`src/rtl/fifo_rd_ctrl_if.sv`:
```
// Downstream valid/ready read port of the async FIFO read-side controller.
//   rd_valid : master -> slave, rd_data holds a valid word
//   rd_ready : slave -> master, rd_data is accepted this cycle
//   rd_data  : master -> slave, output word
interface fifo_rd_ctrl_if #(
    parameter int unsigned data = 14
);
    logic            rd_valid;
    logic            rd_ready;
    logic [data-1:0] rd_data;

    modport master (output rd_valid, output rd_data, input rd_ready);
    modport slave  (input rd_valid, input rd_data, output rd_ready);
endinterface

```
`src/rtl/fifo_rd_ctrl.sv`:
```
// Read-side controller of the async FIFO: owns the binary/Gray read pointer,
// the empty flag, the fill level and a registered show-ahead output stage.
// Optional feature: define RD_ALMOST_EMPTY_EN to add the raempty port and the
// AE_LEVEL parameter.
// Ports:
//   rclk, rrst_n : read clock, asynchronous active-low reset
//   rq2_wptr     : Gray write pointer, already synchronized into rclk
//   mem_rdata    : memory read data, combinational from raddr
//   raddr        : memory read address (low bits of the binary read pointer)
//   rptr         : registered Gray read pointer for the write-domain synchronizer
//   rempty       : memory empty (output register not included), registered
//   rlevel       : words in memory not yet pulled, 0..DEPTH
//   raempty      : almost empty, registered (RD_ALMOST_EMPTY_EN only)
//   rd           : downstream valid/ready port (master side)
module fifo_rd_ctrl #(
    parameter int unsigned data     = 14,
    parameter int unsigned addr     = 4
`ifdef RD_ALMOST_EMPTY_EN
    ,
    parameter int unsigned AE_LEVEL = 2
`endif
) (
    input  logic              rclk,
    input  logic              rrst_n,
    input  logic [addr:0]     rq2_wptr,
    input  logic [data-1:0]   mem_rdata,
    output logic [addr-1:0]   raddr,
    output logic [addr:0]     rptr,
    output logic              rempty,
    output logic [addr:0]     rlevel,
`ifdef RD_ALMOST_EMPTY_EN
    output logic              raempty,
`endif
    fifo_rd_ctrl_if.master    rd
);

    localparam int unsigned PW = addr + 1;

    function automatic logic [PW-1:0] bin2gray(input logic [PW-1:0] b);
        return b ^ (b >> 1);
    endfunction

    function automatic logic [PW-1:0] gray2bin(input logic [PW-1:0] g);
        logic [PW-1:0] b;
        b[PW-1] = g[PW-1];
        for (int i = int'(PW) - 2; i >= 0; i--) begin
            b[i] = b[i+1] ^ g[i];
        end
        return b;
    endfunction

    logic [PW-1:0]   rbin;
    logic            valid_q;
    logic [data-1:0] data_q;

    logic [PW-1:0]   wbin_c;
    logic            pop_c;
    logic [PW-1:0]   rbin_nxt_c;

    // Pull a word whenever memory has one and the output register is free or being accepted.
    always_comb begin
        wbin_c     = gray2bin(rq2_wptr);
        pop_c      = !rempty && (!valid_q || rd.rd_ready);
        rbin_nxt_c = rbin + PW'(pop_c);
    end

    assign raddr       = rbin[addr-1:0];
    assign rlevel      = wbin_c - rbin;
    assign rd.rd_valid = valid_q;
    assign rd.rd_data  = data_q;

    // Read pointer, empty flag and output register.
    always_ff @(posedge rclk or negedge rrst_n) begin
        if (!rrst_n) begin
            rbin    <= '0;
            rptr    <= '0;
            rempty  <= 1'b1;
            valid_q <= 1'b0;
            data_q  <= '0;
        end else begin
            rbin   <= rbin_nxt_c;
            rptr   <= bin2gray(rbin_nxt_c);
            rempty <= (bin2gray(rbin_nxt_c) == rq2_wptr);
            if (pop_c) begin
                valid_q <= 1'b1;
                data_q  <= mem_rdata;
            end else if (rd.rd_ready) begin
                // Accepted with nothing to replace it; data keeps its last value.
                valid_q <= 1'b0;
            end
        end
    end

`ifdef RD_ALMOST_EMPTY_EN
    // Level after this cycle's pop compared against the threshold.
    always_ff @(posedge rclk or negedge rrst_n) begin
        if (!rrst_n) begin
            raempty <= 1'b1;
        end else begin
            raempty <= ((wbin_c - rbin_nxt_c) <= PW'(AE_LEVEL));
        end
    end
`endif

endmodule

```
`src/flat_wrapper.sv`:
```
// flat-port wrapper written by rule: the top's interface ports become plain ports
module fifo_rd_ctrl_flat 
#(
    parameter int unsigned data     = 14,
    parameter int unsigned addr     = 4

)
  (rclk, rrst_n, rq2_wptr, mem_rdata, raddr, rptr, rempty, rlevel, rd_rd_valid, rd_rd_data, rd_rd_ready);
  fifo_rd_ctrl_if #(.data(data)) rd_i ();
  input  logic rclk;
  input  logic rrst_n;
  input  logic [addr:0] rq2_wptr;
  input  logic [data-1:0] mem_rdata;
  output logic [addr-1:0] raddr;
  output logic [addr:0] rptr;
  output logic rempty;
  output logic [addr:0] rlevel;
  output wire logic [$bits(rd_i.rd_valid)-1:0] rd_rd_valid;
  output wire logic [$bits(rd_i.rd_data)-1:0] rd_rd_data;
  input wire logic [$bits(rd_i.rd_ready)-1:0] rd_rd_ready;
  assign rd_rd_valid = rd_i.rd_valid;
  assign rd_rd_data = rd_i.rd_data;
  assign rd_i.rd_ready = rd_rd_ready;
  fifo_rd_ctrl #(.data(data), .addr(addr)) u_core (.rclk(rclk), .rrst_n(rrst_n), .rq2_wptr(rq2_wptr), .mem_rdata(mem_rdata), .raddr(raddr), .rptr(rptr), .rempty(rempty), .rlevel(rlevel), .rd(rd_i));
endmodule
```
`config.mk`:
```
export PLATFORM = sky130hd
export DESIGN_NAME = fifo_rd_ctrl_flat
export DESIGN_NICKNAME = d
export VERILOG_FILES = /design/src/rtl/fifo_rd_ctrl_if.sv /design/src/rtl/fifo_rd_ctrl.sv /design/src/flat_wrapper.sv
export SDC_FILE = /design/constraint.sdc
export NUM_CORES = 1
export LEC_CHECK = 0
export CAP_MARGIN = 10
export CORE_ASPECT_RATIO = 0.75
export CORE_MARGIN = 5
export CORE_UTILIZATION = 38
export DETAILED_ROUTE_END_ITERATION = 7
export GPL_TIMING_DRIVEN = 1
export HOLD_SLACK_MARGIN = 0.06
export MAX_ROUTING_LAYER = met4
export PLACE_DENSITY = 0.76
export RECOVER_POWER = 25
export SYNTH_ARGS = -nofsm -noshare
export SYNTH_HDL_FRONTEND = slang
export SYNTH_SLANG_ARGS = --single-unit
```
`constraint.sdc`:
```
create_clock -name rclk -period 2.65 [get_ports rclk]
set_input_delay 0.3975 -clock rclk [delete_from_list [all_inputs] [get_ports rclk]]
set_output_delay 0.3975 -clock rclk [all_outputs]
set_load 0.02 [all_outputs]
```
# Word level (Yosys, flattened, before mapping)
# Index checks and enable logic that the tools add are counted.
# word_totals
romBits,0
mem_count,0
ramBits,0
latchBits,0
register_bits,26
out_inout_bits,30
# op_classes
n_shift,0
magnitude_cmp,0
mux,2
n_reduce_logical,5
n_div,0
n_mul,0
eq_ne,1
bitwise,5
n_addsub,2
# op_table
op,count
$add A5 B1 Y5,1
$eq A5 B5 Y1,1
$sub A5 B5 Y5,1
$xor A5 B4 Y5,1
$xor A1 B1 Y1,4
$logic_not A1 Y1,2
$mux W1,2
$reduce_bool A2 Y1,1
$logic_and A1 B1 Y1,1
$logic_or A1 B1 Y1,1

# Logic depth before layout (Yosys ltp)
# depth
word_depth,6
depth_mapped,10
depth_no_buf,10

# Worst setup path after synthesis
# OpenSTA, ideal clock, no wires.
# synth_timing
kind,input to output
startpoint,input port rq2_wptr[4]
endpoint,output port rlevel[4]
path_slack_ps,-133
stages,10
required_ps,2253
arrival_time_ps,2385
n_path_buf,0
path_cell_list,xor2_1 xnor2_1 xor2_1 xor2_1 ha_1 fa_1 inv_1 a21o_1 a21oi_1 xnor2_1
# synth_via
elab_chain_len,5
# synth_rtl
element,line_no,rtl
from (decl),flat_wrapper.sv:12,input logic [addr:0] rq2_wptr;
$xor A1 B1 Y1 (4 in series),fifo_rd_ctrl.sv:47,b[i] = b[i+1] ^ g[i];
$sub A5 B5 Y5 (*),fifo_rd_ctrl.sv:68,assign rlevel = wbin_c - rbin;
to (decl),flat_wrapper.sv:17,output logic [addr:0] rlevel;
# Mark *: on every way between the ends. The rest lies on a longest branch, timed or not.

# Worst setup path after layout
# layout_timing
startpoint,input port rq2_wptr[3]
endpoint,output port rlevel[4]
# layout_via
elab_chain_len,5
# layout_rtl
element,line_no
$xor A1 B1 Y1 (*),fifo_rd_ctrl.sv:47
$xor A1 B1 Y1 (3 in series),fifo_rd_ctrl.sv:47
$sub A5 B5 Y5 (*),fifo_rd_ctrl.sv:68
# Marked as above.

==> qor.yml <==
rsz0062_at_grt: "true"
design_area_um2: 2040
antenna_left: 0
clk_pin_slew_ns: 0.09
final_common_cell: "clkdlybuf4s50_1"
relSlewSlack_pct: 15.5
track_usage_pct: 13.9
cts_tree: "done"
r2r_cells: 7
grt_use_met1_pct: 17.5
finalWirelength_mm: 2.91
hold_ws_ns: 0.488
hold_path_depth: 1
hold_violations: 0
via_count: 942
fin_util_pct: 67.4
cts_num_sinks: 25
met3_usage_pct: 3.73
fin_tns_setup_ns: -0.119
gp_congestion: 0.715
ys_types: 17
syn_area_per_cell_um2: 12.7
layout_common_cells: "41 x clkdlybuf4s50_1, 24 x dfrtp_1, 22 x buf_4, 14 x mux2_2, 11 x inv_1"
cts_hold_buf: 0
overflow: 0
port-buffer-count: 51
dpl.hpwl_mm: 2.33
worstSetupPathType: "input port to output pin"
root_buffer: "clkbuf_8"
fin_crit_sh_pct: 103
r2r-start: "u_core.rd.rd_valid$_DFFE_PN0P_"
syn_to_final_growth_pct: 67.0
grt_pass1_vias: 1028
coreArea_um2: 3020
r2r-end: "u_core.rempty$_DFF_PN1_"
drive_above_1_share_pct: 33.1
worstMarginPinSlew_ns: 1.27
design.die.area_um2: 4460
worstSetupStartpointType: "input port"
syn_area_um2: 1220
placementRows: 17
clk_latency_ns: 0.26
grt_use_met2_pct: 23.1
p_leak_nw: 0.911
status: "complete, but fails checks"
dp_slack_ns: -1.10
antenna_found_initial: 0
powerDensity_nw_per_um2: 1250
h-tree-depth: 1
crit_path_max_fanout: 2
grt_pass1_wl_mm: 4.55
drt_iter0_markers: 9
max-vdd-ir-drop_mv: 0.840
finalPower_mw: 2.54
place_area_um2: 1920
maxCapViolCount: 0
synthCells: 96
io_pins: 52
layout.nets: 199
die_h_um: 59.1
period_minus_slack_ns: 2.73
worstHoldStart: "u_core.rempty$_DFF_PN1_"
wl_per_cell_um: 14.1
synth_warnings: 0
rrSetupSlack_ns: 0.41
top_usage_layer: "met2"
max_freq_mhz: 366
violations: "negative setup slack"
hold_end: "u_core.rd.rd_valid$_DFFE_PN0P_"
firstDrtPassIters: 3
placed_cells: 201
fin_worst_skew_ns: 0.00746
syn_nets: 125
end_kind: "output pin"
grt_max_degree: 26
clk_path_buf_depth: 2
drc: 0
worst_slack_ns: -0.0830
ys_seq_area_share_pct: 51.4
setup_viol: 2
startpoint: "rq2_wptr[3]"
hp-class: "register to register"
crit_arrival_ns: 2.34
layout.cells.non_filler: 207
fp.dieW_um: 75.4
viasPerCell: 4.55
drv_slew: 0
diodes: 0
cts_made_buffers: 3
start_util_pct: 40.4
cp.required_ns: 2.25
nFillCells: 229
ys_ff_latch: 25
==> synth_stat cells <==
library cell / instances / area [um^2]
a21o_1: 2 / 15.0
a21oi_1: 3 / 15.0
a221oi_2: 1 / 15.0
buf_2: 1 / 5.00
dfrtp_1: 24 / 601
dfstp_2: 1 / 26.3
fa_1: 1 / 20.0
ha_1: 6 / 75.1
inv_1: 12 / 45.0
mux2_2: 14 / 158
nand2_1: 2 / 7.51
nand3_1: 4 / 20.0
o21ai_0: 1 / 5.00
or3_1: 2 / 12.5
xnor2_1: 12 / 105
xor2_1: 9 / 78.8
xor2_2: 1 / 16.3
==> where the power goes <==
group | total (mW) | leakage, nW | internal (mW) | switching [mW]
logic | 1.67 | 0.602 | 0.854 | 0.817
clock network | 0.218 | 0.0217 | 0.106 | 0.112
registers | 0.648 | 0.287 | 0.537 | 0.111
total | 2.54 | 0.911 | 1.50 | 1.04
==> metal layers <==
metal / wire length, um / vias up / share of wire (%)
met5: 0 / - / 0
met4: 0 / 0 / 0
met3: 230 / 0 / 7.9
met2: 1480 / 32 / 51
met1: 1210 / 453 / 41
li1: - / 457 / -
==> flip-flops by register name, indices dropped and copies added (netlist names) <==
name,cells
u_core.rptr,4
u_core.rbin,5
u_core.rd.rd_data,14
u_core.rempty,1
u_core.rd.rd_valid,1
==> worst max path at each step <==
stage               cells after the start   endpoint  slack, ns
finish                                 12  rlevel[4]      -0.08
global route                           12  rlevel[4]      -0.21
CTS                                    12  rlevel[4]      -0.11
detailed placement                     12  rlevel[4]      -1.10
global placement                       12  rlevel[4]      -1.01
floorplan                              10  rlevel[4]      0.002
==> cell families (layout without fill, tap and decap cells) <==
| logic type | after synthesis | after routing | share of synthesized area (%) |
|---|---|---|---|
| DFF | 25 | 25 | 51.4 |
| AOI/OAI and AO/OA | 7 | 7 | 4.10 |
| xor gates and xnor gates | 22 | 22 | 16.4 |
| adders and majority gates | 7 | 7 | 7.79 |
| buffers and inverters | 13 | 86 | 4.10 |
| muxes | 14 | 14 | 12.9 |
| and+or+nand+nor | 8 | 8 | 3.28 |
==> worst max-delay path: stages <==
cell	delay [ns]
buf_8	0.11
xor2_4	0.19
xnor2_4	0.22
xor2_2	0.20
xor2_1	0.17
ha_2	0.21
fa_2	0.20
inv_1	0.04
a21o_1	0.16
a21oi_2	0.17
xnor2_2	0.12
buf_4	0.15
==> area by class of cell <==
type	count	area (um^2)	share of cell area [%]
Clock inverter	1	7.51	0.369
Clock buffer	3	41.3	2.03
Tap cell	38	47.5	2.33
Inverter	12	45.0	2.21
Timing Repair Buffer	70	641	31.4
Multi-Input combinational cell	58	628	30.8
Sequential cell	25	627	30.8
==> timing repair <==
item                       CTS  global route
setup endpoints to repair    5             4
pin swaps                    8             9
gates resized for setup     38             8
buffers inserted             1             1
Note: power is estimated with default switching activity, not from simulation.
